### src/rtl/shift_pipe.sv
// shift_pipe -- pipelined barrel shifter with a valid/ready handshake.
//
// Each of the L = log2(N) stages shifts its operand by 2^k when shamt[k] is
// set. The result therefore appears L register stages after the input is
// accepted. The whole pipeline advances or holds as one unit. It stalls only
// while the final stage holds a result that the consumer has not accepted.
//
// Optional feature macro: SHIFT_PIPE_ROTATE_EN
//   defined   : op 11 rotates right by shamt; out_illegal is tied to 0.
//   undefined : no rotate logic is built. Op 11 yields out_data = 0 and
//               out_illegal = 1, with the same latency and handshake.
//
// Ports:
//   clk          rising-edge clock
//   rst          synchronous reset, active low
//   flush        drop every in-flight operation (the valid bits clear)
//   in_valid     an operation is presented
//   in_ready     the block takes the operation this cycle (= !stall)
//   in_data      operand [N-1:0]
//   in_shamt     shift amount [L-1:0], unsigned
//   in_op        00 SLL, 01 SRL, 10 SRA, 11 ROR
//   out_valid    a result is present (registered)
//   out_ready    the consumer takes the result
//   out_data     result [N-1:0] (registered)
//   out_illegal  the result came from an unsupported op (registered)
module shift_pipe #(
   parameter int N = 32,
   parameter int L = $clog2(N)
) (
   input  logic         clk,
   input  logic         rst,
   input  logic         flush,
   input  logic         in_valid,
   output logic         in_ready,
   input  logic [N-1:0] in_data,
   input  logic [L-1:0] in_shamt,
   input  logic [1:0]   in_op,
   output logic         out_valid,
   input  logic         out_ready,
   output logic [N-1:0] out_data,
   output logic         out_illegal
);

   // One shift step of fixed distance sh, applied only when en is set.
   // For SRA, the data MSB at any stage still equals the original sign bit.
   function automatic logic [N-1:0] stage_shift(input logic [N-1:0] d,
                                                input logic [1:0]   op,
                                                input logic         en,
                                                input int           sh);
      logic [N-1:0] r;
      r = d;
      if (en) begin
         case (op)
            2'b00:   r = d << sh;
            2'b01:   r = d >> sh;
            2'b10:   r = $unsigned($signed(d) >>> sh);
`ifdef SHIFT_PIPE_ROTATE_EN
            default: r = (d >> sh) | (d << (N - sh));
`else
            default: r = d;
`endif
         endcase
      end
      return r;
   endfunction

   // Stage registers
   logic         valid_q [L];
   logic [N-1:0] data_q  [L];
   logic [1:0]   op_q    [L];
   logic [L-1:0] shamt_q [L];

   // Next-state values for each stage
   logic         valid_d [L];
   logic [N-1:0] data_d  [L];
   logic [1:0]   op_d    [L];
   logic [L-1:0] shamt_d [L];

   // What feeds each stage: the input port for stage 0, otherwise the
   // previous stage register
   logic         src_valid [L];
   logic [N-1:0] src_data  [L];
   logic [1:0]   src_op    [L];
   logic [L-1:0] src_shamt [L];

   logic unused_bits [L];
   logic unused_tail;
   logic stall;
   logic accept;

   assign stall     = valid_q[L-1] && !out_ready;
   assign in_ready  = !stall;
   assign accept    = in_valid && in_ready;
   assign out_valid = valid_q[L-1];
   assign out_data  = data_q[L-1];

   assign src_valid[0] = accept;
   assign src_op[0]    = in_op;
   assign src_shamt[0] = in_shamt;
`ifdef SHIFT_PIPE_ROTATE_EN
   assign src_data[0]  = in_data;
`else
   // An unsupported op enters as zero. Every later stage then passes zero
   // through, because a shifted zero is still zero.
   assign src_data[0]  = (in_op == 2'b11) ? '0 : in_data;
`endif

   genvar gi;
   generate
      for (gi = 1; gi < L; gi++) begin : g_link
         assign src_valid[gi] = valid_q[gi-1];
         assign src_data[gi]  = data_q[gi-1];
         assign src_op[gi]    = op_q[gi-1];
         assign src_shamt[gi] = shamt_q[gi-1];
      end

      for (gi = 0; gi < L; gi++) begin : g_stage
         localparam int SH = 1 << gi;
         assign valid_d[gi] = src_valid[gi];
         assign op_d[gi]    = src_op[gi];
         assign shamt_d[gi] = src_shamt[gi];
         assign data_d[gi]  = stage_shift(src_data[gi], src_op[gi],
                                          src_shamt[gi][gi], SH);
         // Shift-amount bits below and above position gi do not affect
         // this stage; they are only carried along the pipeline.
         assign unused_bits[gi] = ^src_shamt[gi];
      end
   endgenerate

   // The last stage's op and shamt have no stage after them to consume them
   assign unused_tail = ^{op_q[L-1], shamt_q[L-1]};

   always_ff @(posedge clk) begin
      if (!rst) begin
         for (int k = 0; k < L; k++) begin
            valid_q[k] <= 1'b0;
            data_q[k]  <= '0;
            op_q[k]    <= '0;
            shamt_q[k] <= '0;
         end
      end else begin
         if (!stall) begin
            for (int k = 0; k < L; k++) begin
               valid_q[k] <= valid_d[k];
               data_q[k]  <= data_d[k];
               op_q[k]    <= op_d[k];
               shamt_q[k] <= shamt_d[k];
            end
         end
         // Flush overrides a stall. The output that was accepted in this
         // cycle has already been consumed, and it is simply cleared.
         if (flush) begin
            for (int k = 0; k < L; k++) begin
               valid_q[k] <= 1'b0;
            end
         end
      end
   end

`ifdef SHIFT_PIPE_ROTATE_EN
   assign out_illegal = 1'b0;
`else
   logic illegal_q;
   logic illegal_d;

   // Decoded as the op enters the final stage, so the output stays a flop
   assign illegal_d = (src_op[L-1] == 2'b11);

   always_ff @(posedge clk) begin
      if (!rst) begin
         illegal_q <= 1'b0;
      end else if (!stall) begin
         illegal_q <= illegal_d;
      end
   end

   assign out_illegal = illegal_q;
`endif

endmodule

### config.mk
export PLATFORM = sky130hd
export DESIGN_NAME = shift_pipe
export DESIGN_NICKNAME = d
export VERILOG_FILES = /design/src/rtl/shift_pipe.sv
export SDC_FILE = /design/constraint.sdc
export NUM_CORES = 1
export LEC_CHECK = 0
export ABC_AREA = 1
export CORE_UTILIZATION = 55
export DETAILED_ROUTE_END_ITERATION = 12
export GPL_TIMING_DRIVEN = 1
export PLACE_DENSITY = 0.8
export SETUP_SLACK_MARGIN = 0.02
export SLEW_MARGIN = 20
export SYNTH_ARGS = -nofsm -noshare
export SYNTH_HDL_FRONTEND = slang
export SYNTH_SLANG_ARGS = --single-unit
### constraint.sdc
create_clock -name clk -period 6.5 [get_ports clk]
set_clock_uncertainty 0.2 [all_clocks]
set_input_delay 0.975 -clock clk [delete_from_list [all_inputs] [get_ports clk]]
set_output_delay 0.975 -clock clk [all_outputs]
set_load 0.01 [all_outputs]
==> results.md, run 1 <==
- Peak Freq: between 200 and 300 MHz
- Combinational Power Share: 0.092
- Outcome: completed
- Commonest non-fill, non-tap cells in the layout: nand2_1, nand3_1, edfxtp_1
- Worst setup SP type: input pin
- Area grow syn2layout: 10.0%
- Hold Violations, Final: 0
- Antenna Nets Post-Route: 0
- CTS tree: done
- Crit Path Class: in2reg
- Buffer count from post-CTS setup fixing: 0
- Clock tree buffer depth: 2
- Placed cell area: roughly 11,000 sq um
- Total I/O pin count: ~80
- Slew Limit Headroom: 0.301
- Overflow after GRT: 0
- Slew Limit Fails: 0
- Antenna violations before repair: 0
- Drt total wl: 21.3 mm
- Placed cell count: 1,510
- Slowest stage cell, crit path: clkinv_1
- RSZ-0062 raised after global routing: no
- Die area: just under 20,000 sq um
- Max_cap viols: 0
- Pwr dens: about 230 nW/um^2
- Core Area: between 15,000 and 20,000 sq um
- Int Pwr: between 1.5 and 2 mW
- Crit path from: out_ready
- Net Switching: approximately 620 uW
- Worst path buffer plus inverter count: 4
- Distinct cells, synth: 22
- Largest net degree at the start of global routing: between 100 and 150
- Share of power burned in registers: 0.531
- DR DRC count: 0
- Final std cells w/o fill: roughly 1,500
- Synthesized Nets: between 1,000 and 1,500
- CTS resizes: 0
- Nets: ~1,300
- Mapped Area: between 10,000 and 15,000 sq um
- # diodes: 0
- Ys async rst share: 0
- Final setup violation count: 0
- Static leakage: between 5 and 6 nW
- H-tree level count: 4
- Crit-path max FO: 59
- Synth warn: 0
- Die X: around 140 um
- Gpl congestion: between 0.9 and 1
- Post-layout minimum cycle time: roughly 3.6 ns
- Gate Count Post-Synth: between 1,000 and 1,500
- Vias in the first global route: 7,667
- Total power: 2.62 mW
- Synth top area cells: edfxtp_1, nand2_1, nand3_1
- Worst min-delay path class: reg2reg
- GR Util All Layers: 0.227
- Average cell area after synthesis: 8.03 sq um
- Clock power frac: 0.377
- Worst Max-Slew Pin Slew: ~1.0 ns
- GRT Max-Usage Layer: met2
- Vert. Die Dim: 140 um
- Yosys reg bits: approximately 180
- DR WL/cell: between 10 and 15 um
- First-pass DRT Iterations: 6
- # clock sinks: approximately 180
- Sequential area share after synthesis: 0.523
- Root buf cell: clkbuf_16
- Setup TNS: 0 ns
- Worst EP required: between 6 and 7 ns
- Worst EP arrival: around 3.6 ns
- Sw frac: 0.237
- Met2 track demand over resource: 0.396
- DR iter-0 viols: 960
- Final HPWL DP: 14.3 mm
- Via count: between 8,000 and 9,000
- First-pass GRT wire length: 35.9 mm
- Synth Flop Type: edfxtp_1
- Hold_sp: valid_q[0][1]$_SDFFE_PP0P_
- Worst vdd ir: 177 uV
- FF-to-FF Start: op_q[0][1]$_SDFFCE_PP0P_
- Port Buffers: around 80
- Fin crit share: 0.550
- EDFF count, synth: between 150 and 200
- Sequence of cells on the critical path: clkdlybuf4s50_1 -> inv_1 -> nand2_1 -> nand2_4 -> clkinv_1 -> buf_4 -> o21ai_0 -> a21oi_1
- Worst path top cell family by delay: buffers and inverters
- Share of cells above drive strength 1: 0.0436
- Starting Density: 0.560
- Final Instance Area: approximately 11,000 sq um
- Met3 Use GR: 0.0341
- Largest area contributor in the netlist: edfxtp_1
- Via-per-instance ratio: ~5.6
- Num CTS Buffers: 17
- Share of the synthesized area in the top cell type: 0.512
- CP max stage delay: 0.80 ns
- CP endpoint kind: flop
- Hold_buf cts: 0
- Reg clk slew, reported paths: about 0.060 ns
- Row count: 50
- Clk_lat worst skew: roughly 0.43 ns
- Most common cell after layout, fill and taps aside: nand2_1
- Met1 Use GR: 0.269
routing by layer:
metal  part of all wire  wire (um)  vias to the layer above
met5                  0          0                        -
met4              0.036        765                        0
met3              0.047        992                       58
met2               0.51      10900                      343
met1               0.41       8660                     3920
li1                   -          -                     4258
power by group through the flow:
stage                     logic, mW  registers [mW]  clock network, mW
after detailed placement      0.238            1.41                  0
after floorplan               0.187            1.39                  0
after global placement        0.233            1.41                  0
final                         0.241            1.39              0.986
after global routing          0.272            1.40               1.05
after CTS                     0.239            1.39              0.993
registers in the layout, summed over array words and instances (netlist names):
signal       cells
data_q         160
valid_q          5
op_q             8
out_illegal      1
shamt_q         10
metrics by stage:
| stage | util | worst slack, ns | hold WS (ns) |
|---|---|---|---|
| floorplan | - | 1.07 | 0.241 |
| global placement | 0.587 | 2.60 | 0.247 |
| detailed placement | 0.587 | 2.52 | 0.253 |
| CTS | 0.617 | 2.97 | 0.267 |
| global route | 0.617 | 2.70 | 0.283 |
| finish | 0.617 | 2.93 | 0.264 |
synth_stat cells (6+ instances only):
| cell type | number |
|---|---|
| nand2_1 | 427 |
| nand3_1 | 184 |
| edfxtp_1 | 178 |
| a21oi_1 | 136 |
| inv_1 | 114 |
| nor2_1 | 76 |
| buf_4 | 48 |
| buf_2 | 38 |
| o21ai_0 | 21 |
| clkbuf_1 | 18 |
| nor3_1 | 17 |
| nand4_1 | 10 |
| buf_1 | 7 |
| dfxtp_1 | 6 |
| nand2_2 | 6 |
worst reg2reg max path, stage by stage, from the launching register on:
cell      delay (ns)
edfxtp_1        0.84
nand2_1         0.17
nand2_1         0.81
inv_1           0.38
o21ai_0         0.29
a21oi_1         0.07
path summary, 6_finish.rpt:
check,endpoint,slack [ns],cells after the start
max,data_q[0][40]$_SDFFCE_PP0P_,2.93,8
min,valid_q[0][2]$_SDFFE_PP0P_,0.26,2
max reg2reg,data_q[0][40]$_SDFFCE_PP0P_,3.48,5
min reg2reg,valid_q[0][2]$_SDFFE_PP0P_,0.26,2
layout make-up:
class | count | area [sq um]
clock inverters | 12 | 129
clock buffers | 18 | 429
multi-input cells | 885 | 3880
flip-flops and latches | 184 | 5470
repair buffers | 87 | 848
well taps | 234 | 293
fillers | 1602 | 7150
inverters | 120 | 455
cell families (layout without fill, tap and decap cells):
kind of cell | after synthesis | count (layout) | synth area share
and+or+nand+nor | 726 | 726 | 0.293
buffers and inverters | 233 | 237 | 0.107
DFF | 184 | 184 | 0.523
AOI/OAI and AO/OA | 159 | 159 | 0.0766
No activity file was read; power rests on OpenSTA's default activity.
==> inputs of run 2 (changes only) <==
--- a/config.mk
+++ b/config.mk
@@ -6,10 +6,10 @@
 export NUM_CORES = 1
 export LEC_CHECK = 0
 export ABC_AREA = 1
-export CORE_UTILIZATION = 55
+export CORE_UTILIZATION = 54
 export DETAILED_ROUTE_END_ITERATION = 12
 export GPL_TIMING_DRIVEN = 1
-export PLACE_DENSITY = 0.8
+export PLACE_DENSITY = 0.81
 export SETUP_SLACK_MARGIN = 0.02
 export SLEW_MARGIN = 20
 export SYNTH_ARGS = -nofsm -noshare
==> constraint.sdc (replaced) <==
create_clock -name clk -period 3 [get_ports clk]
set_clock_uncertainty 0.2 [all_clocks]
set_input_delay 0.45 -clock clk [delete_from_list [all_inputs] [get_ports clk]]
set_output_delay 0.45 -clock clk [all_outputs]
set_load 0.01 [all_outputs]
==> run 2 against run 1 <==
Compared with the run above: flip-flop and latch count stayed put; design area increased by 2.8%; cell count up 2.7%; count of clock-buffer cells in the layout shrank 1; hold slack better by 0.0054 ns; setup slack got worse by 2.3 ns; first-iteration DRC count shrank 16%; largest cell class unchanged; largest power group unchanged.
==> results.md, run 2 (synthesis gave the netlist of run 1 again) <==
- Outcome: completed
- Met1 Use GR: 0.255
- Via-per-instance ratio: between 5 and 6
- GRT Max-Usage Layer: met2
- CTS resizes: 0
- Crit-path max FO: 19
- Vias in the first global route: 7,629
- Worst setup SP type: flop
- Hold Violations, Final: 0
- Nets: roughly 1,400
- Pwr dens: ~500 nW/um^2
- CP endpoint kind: flop
- Clock tree buffer depth: 2
- Sequence of cells on the critical path: clkinv_1 -> nand3_1 -> nand3_1 -> nand2_1 -> a21oi_1
- Final HPWL DP: between 10 and 15 mm
- Placed cell area: roughly 11,000 sq um
- Root buf cell: clkbuf_16
- Drt total wl: around 21 mm
- Fill count: ~1,600
- Biggest regs: data_q (160), shamt_q (10), op_q (8)
- Via count: around 8,500
- CTS tree: done
- Fin crit share: 0.807
- Hold Slack: around 0.27 ns
- Buffer count from post-CTS setup fixing: 0
- Most common cell after layout, fill and taps aside: nand2_1
- Post-layout minimum cycle time: ~2.4 ns
- Clk_lat worst skew: 0.43 ns
- Slowest stage cell, crit path: edfxtp_1
- Reg clk slew, reported paths: roughly 0.060 ns
- Core Area: approximately 19,000 sq um
- Crit Path Class: reg2reg
- Slew Limit Fails: 0
- RSZ-0062 raised after global routing: no
- Largest net degree at the start of global routing: 70
- Area grow syn2layout: 13.1%
- First-pass GRT wire length: between 30 and 40 mm
- Peak Freq: 413 MHz
- Final setup violation count: 0
- DR DRC count: 0
- Antenna violations before repair: 0
- H-tree level count: 4
- Port Buffers: 78
- Most flop-heavy register: data_q
- First-pass DRT Iterations: 5
- DR iter-0 viols: 802
- Worst min-delay path class: reg2reg
- Die area: around 20,000 sq um
- # clock sinks: between 150 and 200
- Met2 track demand over resource: 0.383
- Most used cell, CP: nand3_1
- Hold_buf cts: 0
- Worst EP arrival: ~2.4 ns
- Commonest non-fill, non-tap cells in the layout: nand2_1, nand3_1, edfxtp_1
- CP max stage delay: 0.80 ns
- Total I/O pin count: slightly below 80
- Vert. Die Dim: ~140 um
- Starting Density: 0.555
- Die X: about 140 um
- Overflow after GRT: 0
- GR Util All Layers: 0.220
- Gpl congestion: roughly 0.94
- Worst EP required: approximately 3 ns
- Antenna Nets Post-Route: 0
- Share of cells above drive strength 1: 0.0560
- DR WL/cell: about 13 um
- Slew Limit Headroom: 0.487
- Row count: 50
- Worst vdd ir: between 300 and 400 uV
- Met3 Use GR: 0.0469
- Static leakage: between 5 and 6 nW
- Largest register FFs: 160
- Num CTS Buffers: 17
- Worst Max-Slew Pin Slew: just under 0.8 ns
- Max_cap viols: 0
- Final Instance Area: 11,800 sq um
- # diodes: 0
run 2: cell types whose count changed in the layout (fill, tap and decap cells not counted), sizes merged:
cell    before  now
inv        119  117
clkbuf      18   17
bufinv       2    6
buf          9   22
clkinv       6    7
run 2: metal layers:
layer,vias to the layer above,wire (um)
met2,394,10800
met5,-,0
li1,4276,-
met4,0,651
met3,59,1190
met1,3774,8390
run 2: where the power goes:
part           internal, mW  switching (mW)  leakage (nW)  total (mW)
clock network          1.55           0.916         0.307        2.46
logic                 0.211           0.330          2.67       0.540
registers              2.91          0.0941          2.20        3.01
total                  4.67            1.34          5.18        6.01
run 2: cell type report:
cell class | instances | area, sq um | area share
sequential | 184 | 5470 | 0.463
multi-input combinational | 885 | 3900 | 0.330
timing repair buffer | 100 | 996 | 0.0843
inverter | 120 | 470 | 0.0398
clock buffer | 17 | 425 | 0.0360
tap | 260 | 325 | 0.0275
clock inverter | 15 | 231 | 0.0196
run 2: stage by stage:
stage | setup TNS (ns) | std cells | total power [mW] | worst slack (ns) | utilization
2_1_floorplan | -173.15 | 1302 | 3.43 | -0.969 | -
3_5_place_dp | 0 | 1549 | 3.59 | 0.568 | 0.592
3_3_place_gp | 0 | 1549 | 3.58 | 0.578 | 0.592
6_report | 0 | 1581 | 6.01 | 0.578 | 0.627
4_1_cts | 0 | 1581 | 6.04 | 0.582 | 0.627
5_1_grt | 0 | 1581 | 6.24 | 0.416 | 0.627
run 2: worst paths after layout:
path / from / to / slack, ns / depth (start not counted)
setup / recovery: op_q[0][0]$_SDFFCE_PP0P_ / data_q[0][34]$_SDFFCE_PP0P_ / 0.58 / 5
hold / removal: valid_q[0][0]$_SDFFE_PP0P_ / valid_q[0][1]$_SDFFE_PP0P_ / 0.27 / 2
setup reg to reg: op_q[0][0]$_SDFFCE_PP0P_ / data_q[0][34]$_SDFFCE_PP0P_ / 0.58 / 5
hold reg to reg: valid_q[0][0]$_SDFFE_PP0P_ / valid_q[0][1]$_SDFFE_PP0P_ / 0.27 / 2
run 2: worst max-delay path, delay by kind of cell, from the launching register on:
| family | cells | cell delay [ns] |
|---|---|---|
| flops | 1 | 0.80 |
| buf+inv | 1 | 0.65 |
| simple gates | 3 | 0.38 |
| compound gates | 1 | 0.11 |
